### config.mk
export PLATFORM = sky130hd
export DESIGN_NAME = scoreboard_hazard_unit_flat
export DESIGN_NICKNAME = d
export VERILOG_FILES = /design/src/rtl/scoreboard_hazard_unit_if.sv /design/src/rtl/scoreboard_hazard_unit.sv /design/src/flat_wrapper.sv
export SDC_FILE = /design/constraint.sdc
export NUM_CORES = 1
export LEC_CHECK = 0
export CAP_MARGIN = 20
export CORE_MARGIN = 8
export CORE_UTILIZATION = 25
export DETAILED_ROUTE_END_ITERATION = 10
export GPL_ROUTABILITY_DRIVEN = 0
export GPL_TIMING_DRIVEN = 1
export MAX_ROUTING_LAYER = met4
export PLACE_DENSITY = 0.37
export SLEW_MARGIN = 40
export SYNTH_ARGS = -nofsm -noshare
export SYNTH_HDL_FRONTEND = slang
export SYNTH_SLANG_ARGS = --single-unit
### constraint.sdc
create_clock -name clk -period 4.2 [get_ports clk]
set_input_delay 0.84 -clock clk [delete_from_list [all_inputs] [get_ports clk]]
set_output_delay 0.84 -clock clk [all_outputs]
set_load 0.01 [all_outputs]
### src/rtl/scoreboard_hazard_unit_if.sv
// ID-stage request and hazard/forward response bundle for scoreboard_hazard_unit.
// The master drives the decoded instruction; the slave answers with stall, issue and forward selects.
interface scoreboard_hazard_unit_if #(
  parameter int RW   = 5,
  parameter int NSRC = 2
);
  logic                 id_valid;
  logic [NSRC*RW-1:0]   id_rs;
  logic [NSRC-1:0]      id_use;
  logic [RW-1:0]        id_rd;
  logic                 id_regWrite;
  logic                 id_memRead;
  logic                 flush;
  logic                 stall;
  logic                 issue;
  logic [2*NSRC-1:0]    ex_fwd_sel;

  modport master (
    output id_valid, id_rs, id_use, id_rd, id_regWrite, id_memRead, flush,
    input  stall, issue, ex_fwd_sel
  );

  modport slave (
    input  id_valid, id_rs, id_use, id_rd, id_regWrite, id_memRead, flush,
    output stall, issue, ex_fwd_sel
  );
endinterface

### src/rtl/scoreboard_hazard_unit.sv
// Countdown-scoreboard hazard detection and EX-stage forwarding for a 5-stage RV32 pipeline.
// A non-zero cnt[r] means a reader of r in ID would see a value that cannot yet be supplied.
module scoreboard_hazard_unit #(
  parameter int NREGS  = 32,
  parameter int RW     = $clog2(NREGS),
  parameter int NSRC   = 2,
  parameter bit FWD_EN = 1'b1
) (
  input  logic                      clk,
  input  logic                      rst,
  scoreboard_hazard_unit_if.slave   bus,
  output logic [31:0]               stall_count,
  output logic                      fwd_err
);

  // Without forwarding every producer must reach WB before the reader leaves ID.
  localparam logic [1:0] LOAD_CNT = FWD_EN ? 2'd1 : 2'd2;
  localparam logic [1:0] ALU_CNT  = FWD_EN ? 2'd0 : 2'd2;

  typedef struct packed {
    logic [NSRC*RW-1:0] rs;
    logic [NSRC-1:0]    src_use;
    logic [RW-1:0]      rd;
    logic               reg_write;
    logic               mem_read;
  } ex_t;

  typedef struct packed {
    logic [RW-1:0] rd;
    logic          reg_write;
    logic          mem_read;
  } mem_t;

  typedef struct packed {
    logic [RW-1:0] rd;
    logic          reg_write;
  } wb_t;

  logic [1:0]        cnt [NREGS];
  ex_t               ex_q;
  mem_t              mem_q;
  wb_t               wb_q;
  logic              hazard;
  logic [NSRC-1:0]   mem_hit;
  logic [NSRC-1:0]   wb_hit;
  logic [NSRC-1:0]   err_k;
  logic [2*NSRC-1:0] fwd_sel;

  always_comb begin
    hazard = 1'b0;
    for (int k = 0; k < NSRC; k++) begin
      if (bus.id_use[k] && (bus.id_rs[k*RW +: RW] != '0) &&
          (cnt[bus.id_rs[k*RW +: RW]] != 2'd0))
        hazard = 1'b1;
    end
  end

  assign bus.stall = bus.id_valid & ~bus.flush & hazard;
  assign bus.issue = bus.id_valid & ~bus.flush & ~hazard;

  always_comb begin
    mem_hit = '0;
    wb_hit  = '0;
    err_k   = '0;
    fwd_sel = '0;
    for (int k = 0; k < NSRC; k++) begin
      mem_hit[k] = ex_q.src_use[k] && mem_q.reg_write && (mem_q.rd != '0) &&
                   (mem_q.rd == ex_q.rs[k*RW +: RW]);
      wb_hit[k]  = ex_q.src_use[k] && wb_q.reg_write && (wb_q.rd != '0) &&
                   (wb_q.rd == ex_q.rs[k*RW +: RW]);
      if (FWD_EN) begin
        if (mem_hit[k])
          fwd_sel[2*k +: 2] = 2'b01;
        else if (wb_hit[k])
          fwd_sel[2*k +: 2] = 2'b10;
        err_k[k] = mem_hit[k] & mem_q.mem_read;
      end else begin
        err_k[k] = mem_hit[k] | wb_hit[k];
      end
    end
  end

  assign bus.ex_fwd_sel = fwd_sel;

  always_ff @(posedge clk) begin
    if (rst) begin
      for (int r = 0; r < NREGS; r++) cnt[r] <= 2'd0;
      ex_q        <= '0;
      mem_q       <= '0;
      wb_q        <= '0;
      stall_count <= '0;
      fwd_err     <= 1'b0;
    end else begin
      for (int r = 0; r < NREGS; r++) begin
        if (cnt[r] != 2'd0) cnt[r] <= cnt[r] - 2'd1;
      end
      // Later assignment wins, so the younger writer overrides the decrement.
      if (bus.issue && bus.id_regWrite && (bus.id_rd != '0))
        cnt[bus.id_rd] <= bus.id_memRead ? LOAD_CNT : ALU_CNT;

      if (bus.issue) begin
        ex_q.rs        <= bus.id_rs;
        ex_q.src_use   <= bus.id_use;
        ex_q.rd        <= bus.id_rd;
        ex_q.reg_write <= bus.id_regWrite;
        ex_q.mem_read  <= bus.id_memRead;
      end else begin
        ex_q <= '0;
      end

      mem_q.rd        <= ex_q.rd;
      mem_q.reg_write <= ex_q.reg_write;
      mem_q.mem_read  <= ex_q.mem_read;
      wb_q.rd         <= mem_q.rd;
      wb_q.reg_write  <= mem_q.reg_write;

      if (bus.stall && (stall_count != '1))
        stall_count <= stall_count + 32'd1;
      fwd_err <= fwd_err | (|err_k);
    end
  end

endmodule
### src/flat_wrapper.sv
// flat-port wrapper written by rule: the top's interface ports become plain ports
module scoreboard_hazard_unit_flat 
#(
  parameter int NREGS  = 32,
  parameter int RW     = $clog2(NREGS),
  parameter int NSRC   = 2,
  parameter bit FWD_EN = 1'b1
)
  (clk, rst, stall_count, fwd_err, bus_id_valid, bus_id_rs, bus_id_use, bus_id_rd, bus_id_regWrite, bus_id_memRead, bus_flush, bus_stall, bus_issue, bus_ex_fwd_sel);
  scoreboard_hazard_unit_if #(.RW(RW), .NSRC(NSRC)) bus_i ();
  input  logic clk;
  input  logic rst;
  output logic [31:0] stall_count;
  output logic fwd_err;
  input wire logic [$bits(bus_i.id_valid)-1:0] bus_id_valid;
  input wire logic [$bits(bus_i.id_rs)-1:0] bus_id_rs;
  input wire logic [$bits(bus_i.id_use)-1:0] bus_id_use;
  input wire logic [$bits(bus_i.id_rd)-1:0] bus_id_rd;
  input wire logic [$bits(bus_i.id_regWrite)-1:0] bus_id_regWrite;
  input wire logic [$bits(bus_i.id_memRead)-1:0] bus_id_memRead;
  input wire logic [$bits(bus_i.flush)-1:0] bus_flush;
  output wire logic [$bits(bus_i.stall)-1:0] bus_stall;
  output wire logic [$bits(bus_i.issue)-1:0] bus_issue;
  output wire logic [$bits(bus_i.ex_fwd_sel)-1:0] bus_ex_fwd_sel;
  assign bus_i.id_valid = bus_id_valid;
  assign bus_i.id_rs = bus_id_rs;
  assign bus_i.id_use = bus_id_use;
  assign bus_i.id_rd = bus_id_rd;
  assign bus_i.id_regWrite = bus_id_regWrite;
  assign bus_i.id_memRead = bus_id_memRead;
  assign bus_i.flush = bus_flush;
  assign bus_stall = bus_i.stall;
  assign bus_issue = bus_i.issue;
  assign bus_ex_fwd_sel = bus_i.ex_fwd_sel;
  scoreboard_hazard_unit #(.NREGS(NREGS), .RW(RW), .NSRC(NSRC), .FWD_EN(FWD_EN)) u_core (.clk(clk), .rst(rst), .bus(bus_i), .stall_count(stall_count), .fwd_err(fwd_err));
endmodule
# [Word level (Yosys, flattened, before mapping)]
# Memory sizes are Yosys's and may differ from the RTL's.
# Cells that the tools add are included.
[word_totals] register_bits=65 latchBits=0 mem_bits_rw=64 rom_bits=0 input_bits=23 out_inout_bits=39 memories=1
[classes] add_sub_neg=33 mul=0 div=0 order_cmp=0 n_eq_ne=5 n_shift=0 n_mux=140 n_bitwise=41 n_reduce_logical=60
[memory_table] memory="u_core.cnt" depth=32 width=2 read_ports=34 rd_clocked_by_memory_dff=0 wr=33 line="scoreboard_hazard_unit.sv:39" source="logic [1:0] cnt [NREGS];"
[ops] op="two-way mux 1 bit" n=104
[ops] op="two-way mux 2 bit" n=36
[ops] op="nonzero test 2 bit" n=34
[ops] op="subtractor 2 x 1 -> 2 bit, second input constant" n=32
[ops] op="OR 1 bit" n=33
[ops] op="adder 32 x 1 -> 32 bit, second input constant" n=1
[ops] op="inequality test 32 bit, second input constant" n=1
[ops] op="nonzero test 5 bit" n=5
[ops] op="equality test 5 bit" n=4
[ops] op="logical AND 1 bit" n=19
[ops] op="bitwise AND 1 bit" n=5
[ops] op="OR reduction 2 bit" n=2
[ops] op="NOT 1 bit" n=3

# [Longest topological paths before layout]
# Gate-level depths: netlist (run 1).
[logic_depth] ltp_word=12 ltp_mapped=12 ltp_nobuf=9

# [Worst setup path before layout (run 1)]
# Ideal clock, no wire load.
[synth_timing] kind="input -> output" startpoint="input port bus_id_rs[1]" endpoint="output port bus_stall" arrival_time_ns=2.711 path_slack_ns=0.649 path_stages=9 path_buffers=4 path_cell_list="buf_6 -> mux4_2 -> mux2_2 -> a32o_1 -> o32a_1 -> buf_6 -> buf_6 -> clkbuf_1 -> nor2_1"
[synth_between] elab_chain_len=6 word_cells_on_any_way=8 cone_classes="2 x mux; 1 x bitwise; 4 x reduce/logical; 1 x memory"
[synth_lines] element="start, declared" line="flat_wrapper.sv:16" source="input wire logic [$bits(bus_i.id_rs)-1:0] bus_id_rs;"
[synth_lines] element="memory read (32 x 2 bit) / nonzero test 5 bit (equally long branches)"
[synth_lines] element="nonzero test 2 bit / logical AND 1 bit (equally long branches)" line="scoreboard_hazard_unit.sv:53, scoreboard_hazard_unit.sv:52"
[synth_lines] element="logical AND 1 bit (*)" line="scoreboard_hazard_unit.sv:52" source="if (bus.id_use[k] && (bus.id_rs[k*RW +: RW] != '0) &&"
[synth_lines] element="two-way mux 1 bit (*) (2 in a row)" line="scoreboard_hazard_unit.sv:52"
[synth_lines] element="bitwise AND 1 bit (*)" line="scoreboard_hazard_unit.sv:58" source="assign bus.stall = bus.id_valid & ~bus.flush & hazard;"
[synth_lines] element="end, declared" line="flat_wrapper.sv:22" source="output wire logic [$bits(bus_i.stall)-1:0] bus_stall;"
# Mark *: on every way between the ends. The rest lies on a longest branch, timed or not.

# [Final worst setup path (run 1)]
[layout_timing] startpoint="input port bus_id_rs[7]" endpoint="output port bus_stall"
[layout_between] elab_chain_len=5 word_cells_on_any_way=7 cone_classes="1 x mux; 1 x bitwise; 4 x reduce/logical; 1 x memory"
[layout_lines] element="memory read (32 x 2 bit) / nonzero test 5 bit (equally long branches)"
[layout_lines] element="nonzero test 2 bit / logical AND 1 bit (equally long branches)" line="scoreboard_hazard_unit.sv:53, scoreboard_hazard_unit.sv:52"
[layout_lines] element="logical AND 1 bit (*)" line="scoreboard_hazard_unit.sv:52"
[layout_lines] element="two-way mux 1 bit (*)" line="scoreboard_hazard_unit.sv:52"
[layout_lines] element="bitwise AND 1 bit (*)" line="scoreboard_hazard_unit.sv:58"
# Marked as above.

==> flow_metrics.env, run 1 <==
export IMPL_crit_slowest_cell="clkdlybuf4s50_1"
export IMPL_hold_end="u_core.mem_q[5]$_SDFF_PP0_"
export IMPL_max_freq_ghz=0.253
export IMPL_rows=63
export IMPL_cap_violations=0
export IMPL_numCtsBuffers=17
export IMPL_ff2ff_path_depth=12
export IMPL_critPathArrivalTime_ns=3.11
export IMPL_layout_nets=1006
export IMPL_slowest_delay_ns=0.50
export IMPL_fin_crit_ns=3.95
export IMPL_multi_input_area_um2=4110
export IMPL_worstPathMaxFanout=14
export IMPL_synth_area_um2=7430
export IMPL_skew_ns=0.0118
export IMPL_die_width_um=188
export IMPL_antenna_found_initial=0
export IMPL_power_leakage_nw=3.64
export IMPL_hpwl_mm=15.9
export IMPL_ys_async_sr_fraction=0
export IMPL_grt_usage=0.127
export IMPL_dieArea_um2=35500
export IMPL_fin_crit_sh=0.940
export IMPL_n_fill_cell=3147
export IMPL_die_h_um=188
export IMPL_vias=6238
export IMPL_status="completed"
export IMPL_holdBufCountCts=0
export IMPL_routed_wl_mm=21.6
export IMPL_tightest_slew_ns=0.741
export IMPL_yosysSeqAreaShare=0.390
export IMPL_diodes=0
export IMPL_synth_cells=848
export IMPL_grt_pass1_vias=6120
export IMPL_ff2ff_setup_slack_ns=1.07
export IMPL_syn_to_final_growth_pct=27.6
export IMPL_final_cell_mix="nor2_1 (114), dfxtp_1 (97), inv_1 (76)"
export IMPL_seq_area_um2=2900
export IMPL_slew_headroom=0.506
export IMPL_finalHoldViolations=0
export IMPL_hold_depth=1
export IMPL_required_ns=3.36
export IMPL_finalSetupViolCount=0
export IMPL_numClockSinks=129
export IMPL_clkLatencyLatePin_ns=0.42
export IMPL_path_class="in2out"
export IMPL_r2r_start="u_core.cnt[10][0]$_DFFE_PP_"
export IMPL_synth_edff_count=32
export IMPL_h_tree_depth=4
export IMPL_yosys_warnings=0
export IMPL_rr_endpoint="u_core.cnt[12][0]$_DFFE_PP_"
export IMPL_yosysUniqueCellTypes=66
export IMPL_drive_above_1_share=0.173
export IMPL_start_kind="input port"
export IMPL_wl_per_cell_um=16.0
export IMPL_grt_max_degree=112
export IMPL_io_pins=62
export IMPL_drt_initial_drc_count=328
export IMPL_final_util=0.322
export IMPL_drv_slew=0
export IMPL_crit_buf_inv=3
export IMPL_p_per_area_nw_per_um2=522
export IMPL_postCtsSetupBuffers=0
export IMPL_start_util=0.252
export IMPL_syn_nets=904
export IMPL_irDropWorstVdd_mv=0.257
export IMPL_cp_top_family="buffers and inverters"
export IMPL_synth_area_per_cell_um2=8.77
export IMPL_power_total_mw=4.95
export IMPL_layout_commonest_cell="nor2_1"
export IMPL_firstDrtPassIters=4
export IMPL_cts_path_max_buffers=2
export IMPL_rsz0062_at_grt="false"
export IMPL_antenna_left=0
export IMPL_drc=0
export IMPL_synth_seq_cells=129
export IMPL_synth_ff_type="dfxtp_1"
export IMPL_whs_ns=0.429
export IMPL_grt_pass1_wl_mm=34.9
export IMPL_worstHoldPathType="reg2reg"
export IMPL_overflow=0
export IMPL_cts_tree="built"
export IMPL_cp_common_cell="nor2_1"
export IMPL_core_area_um2=29500
export IMPL_min_delay_start="u_core.ex_q[5]$_SDFF_PP0_"
export IMPL_worst_setup_path_end_kind="output port"
export IMPL_cts_root_buffer="clkbuf_16"
export IMPL_startpoint="bus_id_rs[7]"
export IMPL_path_clk_slew_ns=0.06
export IMPL_path_cells="clkdlybuf4s50_1, buf_12, mux4_2, nor2_1, a211oi_1, o32a_1, nor2_1, dlygate4sd2_1"
export IMPL_vias_per_cell=4.61
export IMPL_io_buffers=61
-- Yosys cell counts, drive strengths merged, types with 3 or more instances --
library cell  count  share of area
nor2            114          0.058
dfxtp            97           0.26
inv              76          0.038
nor3             70          0.051
a21oi            51          0.034
nand2            48          0.025
ha               33          0.056
edfxtp           32           0.13
mux2             30          0.045
and3             24          0.020
clkbuf           23          0.012
nand3            22          0.015
nor2b            21          0.018
xnor2            20          0.024
or3b             19          0.022
buf              16          0.013
o21ai            14         0.0094
nand4            12          0.011
or4              11          0.012
and2             10         0.0084
mux4             10          0.030
nor4             10          0.012
xor2             10          0.012
o31ai             9         0.0091
a2111oi           8         0.0094
a31o              8         0.0094
nand2b            6         0.0050
a31oi             4         0.0034
nor4b             4         0.0047
or3               4         0.0034
a211o             3         0.0035
nand4b            3         0.0064
nor3b             3         0.0030
-- metal layers --
metal	share of wire	routed length, um	vias to the layer above	track usage
met5	0	0	-	-
met4	0.013	276	0	0.0388
met3	0.024	510	13	0.0209
met2	0.46	9940	62	0.198
met1	0.50	10900	2951	0.166
li1	-	-	3212	-
-- state kept, by name, summed over array words and instances, names as in the netlist --
| name | cells |
|---|---|
| u_core.cnt | 64 |
| u_core.fwd_err | 1 |
| u_core.ex_q | 19 |
| u_core.stall_count | 32 |
| u_core.wb_q | 6 |
| u_core.mem_q | 7 |
-- layout make-up --
type / count / share of cell area
Inverter: 76 / 0.0301
Sequential cell: 129 / 0.306
Clock inverter: 13 / 0.0107
Clock buffer: 19 / 0.0478
Multi-Input combinational cell: 604 / 0.433
Tap cell: 390 / 0.0514
Timing Repair Buffer: 122 / 0.121
-- through the flow --
step	std cells	setup TNS [ns]	worst slack (ns)	instance area, um2
final	1353	0	0.253	9490
after global placement	1321	-0.291	-0.134	8890
after floorplan	848	0	0.649	7430
after global routing	1353	0	0.214	9490
after detailed placement	1321	-0.342	-0.169	8890
after CTS	1353	0	0.0296	9460
-- kinds of logic after synthesis --
group / synth area share
AND/OR/NAND/NOR: 0.279
XOR/XNOR: 0.0353
buffers and inverters: 0.0631
multiplexers: 0.0771
adder cells (fa/ha/maj): 0.0555
flip-flops: 0.390
AO/OA/AOI/OAI: 0.100
-- what timing repair did --
item / 4_1_cts / 5_1_grt
endpoints found under the setup margin: 2 / 1
resized for setup: 7 / 5
pin swaps: 1 / 0
-- report_power, final --
part           switching, mW  internal, mW
clock                  0.634         0.797
sequential             0.233          1.60
combinational          0.888         0.797
total                   1.75          3.20
-- worst max path at each step --
stage,depth (start not counted),slack (ns),end
after global placement,11,-0.13,bus_issue
after global routing,8,0.21,bus_stall
after floorplan,9,0.65,bus_stall
after detailed placement,11,-0.17,bus_issue
after CTS,10,0.03,bus_issue
final,8,0.25,bus_stall
(Power assumes the default switching activity.)
==> run 2, diff against run 1 <==
--- a/config.mk
+++ b/config.mk
@@ -6,13 +6,15 @@
 export NUM_CORES = 1
 export LEC_CHECK = 0
 export CAP_MARGIN = 20
+export CELL_PAD_IN_SITES_DETAIL_PLACEMENT = 0
+export CELL_PAD_IN_SITES_GLOBAL_PLACEMENT = 1
 export CORE_MARGIN = 8
 export CORE_UTILIZATION = 25
 export DETAILED_ROUTE_END_ITERATION = 10
 export GPL_ROUTABILITY_DRIVEN = 0
 export GPL_TIMING_DRIVEN = 1
 export MAX_ROUTING_LAYER = met4
-export PLACE_DENSITY = 0.37
+export PLACE_DENSITY = 0.46
 export SLEW_MARGIN = 40
 export SYNTH_ARGS = -nofsm -noshare
 export SYNTH_HDL_FRONTEND = slang
==> flow_metrics.env, run 2 (synthesis results as in run 1) <==
export IMPL_final_cell_mix="nor2_1 (113), dfxtp_1 (97), inv_1 (76)"
export IMPL_h_tree_depth=4
export IMPL_finalSetupViolCount=0
export IMPL_rr_endpoint="u_core.cnt[5][0]$_DFFE_PP_"
export IMPL_routed_wl_mm=22.2
export IMPL_antenna_left=0
export IMPL_dieArea_um2=35500
export IMPL_slew_headroom=0.523
export IMPL_design_area_um2=9490
export IMPL_worstPathMaxFanout=3
export IMPL_power_leakage_nw=3.64
export IMPL_die_h_um=188
export IMPL_n_fill_cell=3147
export IMPL_tightest_slew_ns=0.715
export IMPL_layout_commonest_cell="nor2_1"
export IMPL_drc=0
export IMPL_cts_path_max_buffers=2
export IMPL_grt_use_met1=0.174
export IMPL_syn_to_final_growth_pct=27.7
export IMPL_drv_slew=0
export IMPL_antenna_found_initial=0
export IMPL_diodes=0
export IMPL_busiest_layer="met2"
export IMPL_grt_pass1_vias=6141
export IMPL_skew_ns=0.0142
export IMPL_fin_crit_sh=0.947
export IMPL_io_pins=62
export IMPL_cap_violations=0
export IMPL_min_delay_start="u_core.ex_q[4]$_SDFF_PP0_"
export IMPL_ff2ff_path_depth=10
export IMPL_largestRegisters="u_core.cnt: 64 flops, u_core.stall_count: 32 flops, u_core.ex_q: 19 flops"
export IMPL_clkLatencyLatePin_ns=0.42
export IMPL_cts_root_buffer="clkbuf_16"
export IMPL_use_met3=0.0248
export IMPL_drt_initial_drc_count=312
export IMPL_grt_pass1_wl_mm=35.7
export IMPL_path_class="in2out"
export IMPL_vias=6293
export IMPL_numCtsBuffers=17
export IMPL_core_area_um2=29500
export IMPL_irDropWorstVdd_mv=0.268
export IMPL_required_ns=3.36
export IMPL_status="completed"
export IMPL_fin_crit_ns=3.98
export IMPL_firstDrtPassIters=4
export IMPL_grt_max_degree=78
export IMPL_overflow=0
export IMPL_numClockSinks=129
export IMPL_hold_end="u_core.mem_q[4]$_SDFF_PP0_"
export IMPL_p_per_area_nw_per_um2=531
export IMPL_gr_usage_met2=0.206
export IMPL_hpwl_mm=16.7
export IMPL_start_kind="input port"
export IMPL_grt_usage=0.131
export IMPL_r2r_start="u_core.cnt[16][0]$_DFFE_PP_"
export IMPL_seq_area_um2=2900
export IMPL_vias_per_cell=4.65
export IMPL_start_util=0.252
export IMPL_max_freq_ghz=0.251
export IMPL_largest_register="u_core.cnt"
export IMPL_cts_tree="built"
export IMPL_worst_setup_path_end_kind="output port"
export IMPL_postCtsSetupBuffers=0
export IMPL_placed_area_um2=8850
export IMPL_drive_above_1_share=0.169
export IMPL_ff2ff_setup_slack_ns=0.94
export IMPL_die_width_um=188
export IMPL_io_buffers=61
export IMPL_rsz0062_at_grt="false"
export IMPL_multi_input_area_um2=4080
export IMPL_layout_nets=1006
export IMPL_worstHoldPathType="reg2reg"
export IMPL_path_clk_slew_ns=0.06
export IMPL_largest_reg_flops=64
export IMPL_rows=63
export IMPL_finalHoldViolations=0
export IMPL_power_total_mw=5.04
export IMPL_hold_depth=1
export IMPL_critPathArrivalTime_ns=3.14
export IMPL_wl_per_cell_um=16.4
-- run 2: cell types whose count changed in the layout (fill, tap and decap cells not counted), moves of 2 or more --
cell / change
buf_12: -2
buf_4: +2
inv_6: +2
clkbuf_8: -2
inv_4: -2
clkbuf_16: +3
clkdlybuf4s50_1: +3
-- run 2: through the flow --
step / hold slack, ns / utilization / instances / setup WS [ns] / TNS, ns
floorplan: 0.414 / - / 848 / 0.649 / 0
global placement: 0.421 / 0.300 / 1320 / -0.165 / -0.312
detailed placement: 0.428 / 0.300 / 1320 / -0.163 / -0.293
CTS: 0.442 / 0.321 / 1352 / 0.183 / 0
global route: 0.458 / 0.322 / 1353 / 0.0908 / 0
finish: 0.438 / 0.322 / 1353 / 0.221 / 0
-- run 2: repair_timing --
action                     4_1_cts  5_1_grt
resized for setup                7        0
hold buffers                     0        0
setup endpoints to repair        2        0
-- run 2: how the worst max path moves through the flow --
stage / cells after the start / slack, ns / startpoint / endpoint
final: 9 / 0.22 / bus_id_rs[1] / bus_issue
after global routing: 10 / 0.09 / bus_id_rs[6] / bus_issue
after global placement: 9 / -0.17 / bus_id_rs[0] / bus_stall
after CTS: 10 / 0.18 / bus_id_rs[6] / bus_issue
after detailed placement: 7 / -0.16 / bus_id_rs[5] / bus_stall
after floorplan: 9 / 0.65 / bus_id_rs[1] / bus_stall
-- run 2: where the power goes --
group          switching, mW  total [mW]  internal [mW]
Combinational          0.880        1.66          0.778
Sequential             0.250        1.85           1.60
Clock                  0.601        1.53          0.932
Total                   1.73        5.04           3.31
-- run 2: per-layer routing --
metal,vias to the layer above,routed length (um)
met2,83,10300
met5,-,0
li1,3213,-
met1,2988,10900
met4,0,124
met3,9,782
-- run 2: worst max-delay path, cell delays in order --
cell and delay (ns):
clkdlybuf4s50_1 0.52, mux4_2 0.51, mux2_2 0.29, a32o_1 0.25
buf_4 0.14, o32ai_2 0.08, buf_4 0.17, nor2_1 0.04
dlygate4sd2_1 0.29
-- run 2: cell type report --
cell class              count  area share
multi-input cells         604       0.430
flip-flops and latches    129       0.306
repair buffers            122       0.118
clock buffers              21      0.0531
well taps                 390      0.0514
inverters                  76      0.0300
clock inverters            11      0.0115
==> run 3, diff against run 2 <==
--- a/config.mk
+++ b/config.mk
@@ -5,16 +5,17 @@
 export SDC_FILE = /design/constraint.sdc
 export NUM_CORES = 1
 export LEC_CHECK = 0
-export CAP_MARGIN = 20
+export CAP_MARGIN = 15
 export CELL_PAD_IN_SITES_DETAIL_PLACEMENT = 0
 export CELL_PAD_IN_SITES_GLOBAL_PLACEMENT = 1
 export CORE_MARGIN = 8
 export CORE_UTILIZATION = 25
+export CTS_CLUSTER_SIZE = 14
 export DETAILED_ROUTE_END_ITERATION = 10
 export GPL_ROUTABILITY_DRIVEN = 0
 export GPL_TIMING_DRIVEN = 1
 export MAX_ROUTING_LAYER = met4
-export PLACE_DENSITY = 0.46
+export PLACE_DENSITY = 0.48
 export SLEW_MARGIN = 40
 export SYNTH_ARGS = -nofsm -noshare
 export SYNTH_HDL_FRONTEND = slang
==> constraint.sdc (replaced) <==
create_clock -name clk -period 3.3 [get_ports clk]
set_input_delay 0.66 -clock clk [delete_from_list [all_inputs] [get_ports clk]]
set_output_delay 0.66 -clock clk [all_outputs]
set_load 0.01 [all_outputs]
==> flow_metrics.env, run 3 (synthesis results as in run 1) <==
export IMPL_worstHoldPathType="reg2reg"
export IMPL_layout_nets=1028
export IMPL_grt_max_degree=128
export IMPL_path_class="in2out"
export IMPL_core_area_um2=29500
export IMPL_numClockSinks=129
export IMPL_overflow=0
export IMPL_antenna_found_initial=0
export IMPL_start_kind="input port"
export IMPL_status="completed"
export IMPL_crit_slowest_cell="or4_1"
export IMPL_finalHoldViolations=0
export IMPL_ff2ff_setup_slack_ns=0.27
export IMPL_p_clk_frac=0.292
export IMPL_fin_crit_ns=3.19
export IMPL_dieArea_um2=35500
export IMPL_rsz0062_at_grt="false"
export IMPL_holdBufCountCts=0
export IMPL_h_tree_depth=4
export IMPL_routed_wl_mm=22.2
export IMPL_largest_reg_flops=64
export IMPL_power_internal_mw=4.21
export IMPL_final_cell_mix="nor2_1 (110), dfxtp_1 (96), inv_1 (76)"
export IMPL_clkLatencyLatePin_ns=0.42
export IMPL_cts_root_buffer="clkbuf_16"
export IMPL_vias=6276
export IMPL_required_ns=2.64
export IMPL_setup_tns_ns=0
export IMPL_p_per_area_nw_per_um2=665
export IMPL_path_cells="buf_2, buf_6, nor4b_2, or4_1, o221ai_2, o31ai_2, o32a_1, buf_12, nor2_2, buf_2"
export IMPL_layout_commonest_cell="nor2_1"
export IMPL_power_leakage_nw=3.78
export IMPL_grt_pass1_vias=6229
export IMPL_cts_path_max_buffers=2
export IMPL_wl_per_cell_um=16.1
export IMPL_grt_pass1_wl_mm=35.7
export IMPL_firstDrtPassIters=4
export IMPL_tightest_slew_ns=0.671
export IMPL_drv_slew=0
export IMPL_drive_above_1_share=0.207
export IMPL_power_switching_mw=2.26
export IMPL_critPathArrivalTime_ns=2.53
export IMPL_io_buffers=61
export IMPL_dp_slack_ns=-0.831
export IMPL_die_h_um=188
export IMPL_cp_top_family="simple AND/OR/NAND/NOR gates"
export IMPL_max_freq_ghz=0.314
export IMPL_rows=63
export IMPL_grt_usage=0.131
export IMPL_numCtsBuffers=17
export IMPL_swShare=0.350
export IMPL_worstPathMaxFanout=7
export IMPL_worst_setup_path_end_kind="output port"
export IMPL_pwr_share_comb=0.347
export IMPL_slowest_delay_ns=0.54
export IMPL_seqPwrFrac=0.362
export IMPL_irDropWorstVdd_mv=0.392
export IMPL_antenna_left=0
export IMPL_final_cells=1375
export IMPL_path_clk_slew_ns=0.06
export IMPL_largest_register="u_core.cnt"
export IMPL_cp_common_cell="buf_2"
export IMPL_start_util=0.252
export IMPL_cts_tree="built"
export IMPL_dp_cells=1335
export IMPL_io_pins=62
export IMPL_slew_headroom=0.551
export IMPL_vias_per_cell=4.56
export IMPL_finalSetupViolCount=0
export IMPL_power_total_mw=6.47
export IMPL_die_width_um=188
export IMPL_diodes=0
export IMPL_drt_initial_drc_count=228
export IMPL_largestRegisters="u_core.cnt: 64 flops, u_core.stall_count: 32 flops, u_core.ex_q: 19 flops"
export IMPL_worst_slack_ns=0.111
export IMPL_fin_crit_sh=0.966
export IMPL_cap_violations=0
export IMPL_hpwl_mm=16.0
export IMPL_syn_to_final_growth_pct=31.0
export IMPL_drc=0
export IMPL_skew_ns=0.0126
export IMPL_crit_buf_inv=4
-- run 3: cell count changes in the layout (fill, tap and decap cells not counted), moves of 3 or more --
cell,delta
buf_4,+15
buf_2,+7
clkdlybuf4s50_1,-5
buf_12,+3
buf_6,+3
nor2_1,-3
nor2_2,+3
-- run 3: metrics by stage --
step | hold WS (ns) | instance area, um2 | utilization
6_report | 0.438 | 9740 | 0.330
5_1_grt | 0.463 | 9740 | 0.330
4_1_cts | 0.444 | 9690 | 0.329
3_5_place_dp | 0.428 | 9020 | 0.306
3_3_place_gp | 0.416 | 9020 | 0.306
2_1_floorplan | 0.414 | 7430 | -
-- run 3: final timing paths --
check	from	to	cells past startpoint
worst min-delay path	u_core.ex_q[6]$_SDFF_PP0_	u_core.mem_q[6]$_SDFF_PP0_	1
worst min register to register	u_core.ex_q[6]$_SDFF_PP0_	u_core.mem_q[6]$_SDFF_PP0_	1
worst max-delay path	bus_id_rs[0]	bus_stall	10
worst max register to register	u_core.cnt[16][0]$_DFFE_PP_	u_core.cnt[12][0]$_DFFE_PP_	11
-- run 3: timing repair --
item	4_1_cts	5_1_grt
endpoints found under the setup margin	75	8
cloned	1	0
pin swaps	3	7
setup buffers	2	5
gates resized for setup	35	19
-- run 3: cell type report --
type	instances	area (um2)
fill	3174	19700
multi-input combinational	604	4150
sequential	129	2900
timing repair buffer	144	1330
tap	390	488
clock buffer	18	450
inverter	76	285
clock inverter	14	126
-- run 3: metal layers --
layer	GRT usage	up-vias	part of all wire
met1	0.175	2956	0.51
met4	0.0268	0	0.0051
met3	0.0246	7	0.030
met2	0.204	56	0.46
met5	-	-	0
li1	-	3257	-
-- run 3: power by group through the flow --
| stage | clock [mW] | combinational [mW] | sequential [mW] |
|---|---|---|---|
| after floorplan | 0 | 1.60 | 2.27 |
| after global placement | 0 | 2.17 | 2.38 |
| after detailed placement | 0 | 2.18 | 2.38 |
| after CTS | 1.96 | 2.23 | 2.34 |
| after global routing | 2.02 | 2.57 | 2.39 |
| final | 1.89 | 2.25 | 2.34 |
